$ cat src/rtl/code_lock_ctrl.sv
// Combination-lock controller: collects digit pulses into an entry buffer, checks
// them against a stored code and sequences UNLOCK / ERROR / ALARM / code-change modes.
module code_lock_ctrl #(
  parameter int DIGITS    = 4,
  parameter int DIGIT_W   = 4,
  parameter logic [DIGITS*DIGIT_W-1:0] INIT_CODE = 16'h1234,
  parameter int MAX_TRIES = 3,
  parameter int ERR_CYC   = 1000,
  parameter int ALARM_CYC = 5000,
  parameter int UNLK_CYC  = 5000,
  parameter int IDLE_CYC  = 10000
) (
  input  logic                             CLK,
  input  logic                             RESET,
  input  logic                             digit_vld,
  input  logic [DIGIT_W-1:0]               digit,
  input  logic                             ok,
  input  logic                             bksp,
  input  logic                             admin,
  output logic [2:0]                       state,
  output logic                             unlocked,
  output logic                             error,
  output logic                             alarm,
  output logic [$clog2(DIGITS+1)-1:0]      entry_cnt,
  output logic [DIGITS*DIGIT_W-1:0]        entry_buf,
  output logic [$clog2(MAX_TRIES+1)-1:0]   err_cnt,
  output logic                             code_upd
);
  localparam int CW   = $clog2(DIGITS+1);
  localparam int EW   = $clog2(MAX_TRIES+1);
  localparam int BW   = DIGITS*DIGIT_W;
  localparam int M1   = (ERR_CYC > ALARM_CYC) ? ERR_CYC : ALARM_CYC;
  localparam int M2   = (UNLK_CYC > IDLE_CYC) ? UNLK_CYC : IDLE_CYC;
  localparam int MAXC = (M1 > M2) ? M1 : M2;
  localparam int TW   = $clog2(MAXC+1);

  typedef enum logic [2:0] {
    S_WAIT = 3'd0, S_INPUT = 3'd1, S_UNLOCK = 3'd2,
    S_ERROR = 3'd3, S_ALARM = 3'd4, S_ADMIN = 3'd5
  } state_t;

  state_t             state_q, state_d;
  logic [BW-1:0]      code_q, code_d, buf_q, buf_d;
  logic [CW-1:0]      cnt_q, cnt_d, cnt_m1;
  logic [EW-1:0]      errc_q, errc_d;
  logic [TW-1:0]      tmr_q, tmr_d;
  logic               upd_q, upd_d, unl_q, err_q, alm_q;
  logic               dv_q, ok_q, bk_q, adm_q;
  logic [DIGIT_W-1:0] dig_q;
  logic               ev_adm, ev_ok, ev_bk, ev_dig, full, acc;

  // Timer preload gives exactly N cycles of residence in a timed state.
  function automatic logic [TW-1:0] reload(state_t s);
    case (s)
      S_INPUT, S_ADMIN: reload = TW'(IDLE_CYC - 1);
      S_UNLOCK:         reload = TW'(UNLK_CYC - 1);
      S_ERROR:          reload = TW'(ERR_CYC - 1);
      S_ALARM:          reload = TW'(ALARM_CYC - 1);
      default:          reload = '0;
    endcase
  endfunction

  // Single winner per cycle; lower-priority pulses are dropped even when ignored.
  assign ev_adm = adm_q;
  assign ev_ok  = ok_q & ~adm_q;
  assign ev_bk  = bk_q & ~ok_q & ~adm_q;
  assign ev_dig = dv_q & ~bk_q & ~ok_q & ~adm_q;
  assign full   = (cnt_q == CW'(DIGITS));
  assign cnt_m1 = cnt_q - 1'b1;

  always_comb begin
    state_d = state_q;
    code_d  = code_q;
    buf_d   = buf_q;
    cnt_d   = cnt_q;
    errc_d  = errc_q;
    upd_d   = 1'b0;
    acc     = 1'b0;
    tmr_d   = (tmr_q == '0) ? tmr_q : tmr_q - 1'b1;
    case (state_q)
      S_WAIT: begin
        if (ev_dig) begin
          buf_d = '0;
          buf_d[DIGIT_W-1:0] = dig_q;
          cnt_d   = CW'(1);
          state_d = S_INPUT;
        end
      end
      S_INPUT, S_ADMIN: begin
        if (ev_ok) begin
          if (state_q == S_INPUT) begin
            buf_d = '0;
            cnt_d = '0;
            if (full && buf_q == code_q) begin
              errc_d  = '0;
              state_d = S_UNLOCK;
            end else begin
              errc_d  = errc_q + 1'b1;
              state_d = (errc_d == EW'(MAX_TRIES)) ? S_ALARM : S_ERROR;
            end
          end else if (full) begin
            code_d  = buf_q;
            upd_d   = 1'b1;
            buf_d   = '0;
            cnt_d   = '0;
            state_d = S_WAIT;
          end
        end else if (ev_bk) begin
          if (cnt_q != '0) begin
            for (int i = 0; i < DIGITS; i++)
              if (CW'(i) == cnt_m1) buf_d[i*DIGIT_W +: DIGIT_W] = '0;
            cnt_d = cnt_m1;
            acc   = 1'b1;
            if (cnt_m1 == '0 && state_q == S_INPUT) state_d = S_WAIT;
          end else if (state_q == S_ADMIN) begin
            state_d = S_UNLOCK;
          end
        end else if (ev_dig && !full) begin
          for (int i = 0; i < DIGITS; i++)
            if (CW'(i) == cnt_q) buf_d[i*DIGIT_W +: DIGIT_W] = dig_q;
          cnt_d = cnt_q + 1'b1;
          acc   = 1'b1;
        end
        if (state_d == state_q) begin
          if (acc) tmr_d = TW'(IDLE_CYC - 1);
          else if (tmr_q == '0) begin
            buf_d   = '0;
            cnt_d   = '0;
            state_d = S_WAIT;
          end
        end
      end
      S_UNLOCK: begin
        if (ev_adm) begin
          buf_d   = '0;
          cnt_d   = '0;
          state_d = S_ADMIN;
        end else if (ev_ok || tmr_q == '0) begin
          state_d = S_WAIT;
        end
      end
      S_ERROR: if (tmr_q == '0) state_d = S_WAIT;
      S_ALARM: begin
        if (tmr_q == '0) begin
          errc_d  = '0;
          state_d = S_WAIT;
        end
      end
      default: state_d = S_WAIT;
    endcase
    if (state_d != state_q) tmr_d = reload(state_d);
  end

  always_ff @(posedge CLK or posedge RESET) begin
    if (RESET) begin
      dv_q    <= 1'b0;
      dig_q   <= '0;
      ok_q    <= 1'b0;
      bk_q    <= 1'b0;
      adm_q   <= 1'b0;
      state_q <= S_WAIT;
      code_q  <= INIT_CODE;
      buf_q   <= '0;
      cnt_q   <= '0;
      errc_q  <= '0;
      tmr_q   <= '0;
      upd_q   <= 1'b0;
      unl_q   <= 1'b0;
      err_q   <= 1'b0;
      alm_q   <= 1'b0;
    end else begin
      dv_q    <= digit_vld;
      dig_q   <= digit;
      ok_q    <= ok;
      bk_q    <= bksp;
      adm_q   <= admin;
      state_q <= state_d;
      code_q  <= code_d;
      buf_q   <= buf_d;
      cnt_q   <= cnt_d;
      errc_q  <= errc_d;
      tmr_q   <= tmr_d;
      upd_q   <= upd_d;
      unl_q   <= (state_d == S_UNLOCK);
      err_q   <= (state_d == S_ERROR);
      alm_q   <= (state_d == S_ALARM);
    end
  end

  assign state     = state_q;
  assign unlocked  = unl_q;
  assign error     = err_q;
  assign alarm     = alm_q;
  assign entry_cnt = cnt_q;
  assign entry_buf = buf_q;
  assign err_cnt   = errc_q;
  assign code_upd  = upd_q;
endmodule

$ cat config.mk
export PLATFORM = sky130hd
export DESIGN_NAME = code_lock_ctrl
export DESIGN_NICKNAME = d
export VERILOG_FILES = /design/src/rtl/code_lock_ctrl.sv
export SDC_FILE = /design/constraint.sdc
export NUM_CORES = 1
export LEC_CHECK = 0
export CORE_UTILIZATION = 52
export CTS_CLUSTER_DIAMETER = 50
export DETAILED_ROUTE_END_ITERATION = 6
export GPL_ROUTABILITY_DRIVEN = 1
export GPL_TIMING_DRIVEN = 0
export PLACE_DENSITY = 0.74
export SKIP_CTS_REPAIR_TIMING = 1
export SYNTH_ARGS = -nofsm -noshare
export SYNTH_HDL_FRONTEND = slang
export SYNTH_SLANG_ARGS = --single-unit
$ cat constraint.sdc
create_clock -name CLK -period 6.24 [get_ports CLK]
set_input_delay 0.624 -clock CLK [delete_from_list [all_inputs] [get_ports CLK]]
set_output_delay 0.624 -clock CLK [all_outputs]
set_load 0.02 [all_outputs]
==> qor.txt <==
outcome: finished with violations
failing checks: DRC
Max IR drop VDD: 0.000186 V
total power: 0.00146 W
number of buffer cells added on primary ports: 37
Detailed Routing Iterations Pass 1: 7
Area growth, synth to finish: 19.8%
Final Hold Violating Endpoints: 0
ys flop type: dfrtp_1
DR vias/cell: 5.86
DRC viols: 2
Clock Pin Slew Worst Setup and Hold Paths: 70 ps
Max Freq: 0.293 GHz
Synth area leader: dfrtp_1
die area: 7190 µm²
hold path startpoint: err_cnt[0]
Slew @ Worst Pin: 1280 ps
fraction of layout cells with a size suffix above 1: 13.6%
critical path type: reg2reg
Synth cell types: 53
Max-cap violations: 0
Synth Area in Compound Gates: 19.2%
most frequent cells in the layout: dfrtp_1 (61), clkdlybuf4s50_1 (37), nor2_1 (27), nand2_1 (22), a21oi_1 (19)
Post-Synth XOR/XNOR Area: 6.39%
pin count of the biggest net entering global routing: 35
sequential share of power: 39.9%
Critical Path Max Stage Delay: 830 ps
via count: 2778
Final period util: 54.7%
Rows: 29
Total GRT Usage: 24.5%
synthesized area: 3560 µm²
CP required: 6460 ps
slew margin rel.: 14.3%
cell mode on critical path: nor3_1
number of synthesized flops with an enable pin: 0
RSZ-0062 raised after global routing: no
CP max FO: 8
Combinational Power Share: 32.7%
crit path from: entry_cnt[0]
r2r startpoint: entry_cnt[0]
clock sink count: 66
vias in the first global route: 2722
first-pass GRT wire length: 13500 µm
Starting Density: 54.9%
GPL Wtd Cong: 0.918
fin cells: 474
largest family of logic cells by synthesized area: compound AO/OA/AOI/OAI gates
asr flop ratio synth: 100%
Core ar.: 6490 µm²
Worst Setup End Kind: register
simple-gate share of the synthesized area: 15.5%
Root Driver: clkbuf_8
Cell Int Power: 0.000940 W
Mapped Nets: 364
die extent in x: 84.8 µm
total gr overflow: 0
Final Max Slew Viols: 0
Yosys top cell area share: 42.8%
CTS buffer count: 9
synthesis-stage register bit count: 66
multiplexer share of the synthesized area: 5.72%
register area share after synthesis: 46.5%
H-Tree Depth: 3
Critical Path Start Type: register
pre-CTS WS: 2850 ps
min setup slack post-route: 2830 ps
Post-Synth Adder-Cell Area: 3.86%
initial antenna violation count: 0
placed cells: 458
slowest CP cell: nor3_1
worst hold path class: reg2reg
synth top area cells: dfrtp_1 (43%), mux2_2 (5.1%), ha_1 (3.9%)
clock latency at the later pin of the worst-skew pair: 360 ps
most common cell after layout, fill and taps aside: dfrtp_1
Clk pwr share: 27.4%
DR iter-0 viols: 124
CTS tree: done
Post-Synthesis Cells: 343
Post-Syn Area per Cell: 10.4 µm²
power density over the cells: 341 nW/µm²
HPWL after DPL: 5680 µm
Switch Pwr: 0.000518 W
number of routed nets with antenna violations: 0
Min Clock Period, post-route: 3410 ps
number of diodes: 0
die height: 84.8 µm
Synth Warn #: 0
Final Skew: 14.0 ps
cells along the critical path: inv_1, ha_1, nand2_1, a22oi_1, nor3_1, nor3_1, a32oi_1, mux2i_2, and3_4, buf_6, a31oi_1
Fin Setup TNS: 0 ps
I/O pins: 38
crit path DAT: 3630 ps
leakage: 1.87 nW
switching share of power: 35.5%
CTS max path bufs: 2
Routed WL: 7930 µm
# nets final: 413
DR WL/cell: 16.7 µm
# setup viols final: 0
-- registers in the layout, summed over array words and instances, names as in the netlist, 2 cells and up --
name and count:
code_q 16, dig_q 4, entry_buf 16, entry_cnt 3, err_cnt 2, state 3, tmr_q 14
-- path summary, 6_finish.rpt --
check                                   to  slack [ps]  depth (start not counted)
worst max-delay path              tmr_q[2]        2830                         11
worst min-delay path            err_cnt[0]         520                          1
worst max register to register    tmr_q[2]        2830                         11
worst min register to register  err_cnt[0]         520                          1
max in group asynchronous       code_q[12]        4870                          3
min in group asynchronous         code_upd         700                          2
-- kinds of logic after synthesis --
group | count (synthesis)
AO/OA/AOI/OAI | 94
adder cells (fa/ha/maj) | 11
AND/OR/NAND/NOR | 106
XOR/XNOR | 26
buffers and inverters | 22
flip-flops | 66
multiplexers | 18
-- per-layer routing --
metal / vias up / global-route usage (%) / wire [µm] / share of wire [%]
li1: 1350 / - / - / -
met1: 1359 / 35.1 / 3780 / 48
met2: 56 / 37.3 / 3680 / 46
met3: 13 / 4.33 / 359 / 4.5
met4: 0 / 9.24 / 106 / 1.3
met5: - / 0 / 0 / 0
-- worst max-delay path, delay by kind of cell, from the launching register on --
kind / cells / cell delay [ps]
adders and majority gates: 1 / 300
DFF: 1 / 470
and+or+nand+nor: 4 / 1370
AOI/OAI and AO/OA: 3 / 500
buffers and inverters: 2 / 270
muxes: 1 / 370
-- power groups by stage --
stage	Combinational, W	Clock [W]	Sequential, W
floorplan	0.000304	0	0.000606
global placement	0.000458	0	0.000586
detailed placement	0.000474	0	0.000589
CTS	0.000477	0.000406	0.000581
global route	0.000528	0.000425	0.000596
finish	0.000476	0.000400	0.000581
-- final cells by class --
cell class,instances,area [µm²]
Inverter,9,33.8
Clock buffer,10,128
Buffer,13,65.1
Multi-Input combinational cell,255,1810
Fill cell,544,2230
Timing Repair Buffer,38,390
Tap cell,77,96.3
Clock inverter,6,90.1
Sequential cell,66,1660
-- synth_stat cells, types with 6 or more instances --
cell type	n
a21oi_1	19
a22o_1	15
clkbuf_1	10
dfrtp_1	61
ha_1	11
inv_1	9
mux2_2	16
nand2_1	22
nand3_1	10
nor2_1	27
nor2b_1	9
nor3_1	9
nor4_1	6
o21ai_0	18
o21ai_1	7
xnor2_1	13
xor2_1	13
-- metrics by stage --
stage	hold WS, ps	utilization (%)	area (µm²)
after global placement	510	62.1	4030
after detailed placement	516	62.4	4050
after floorplan	501	-	3560
final	524	65.7	4270
after CTS	526	65.7	4270
after global routing	557	65.7	4270
Note: power is estimated with default switching activity, not from simulation.
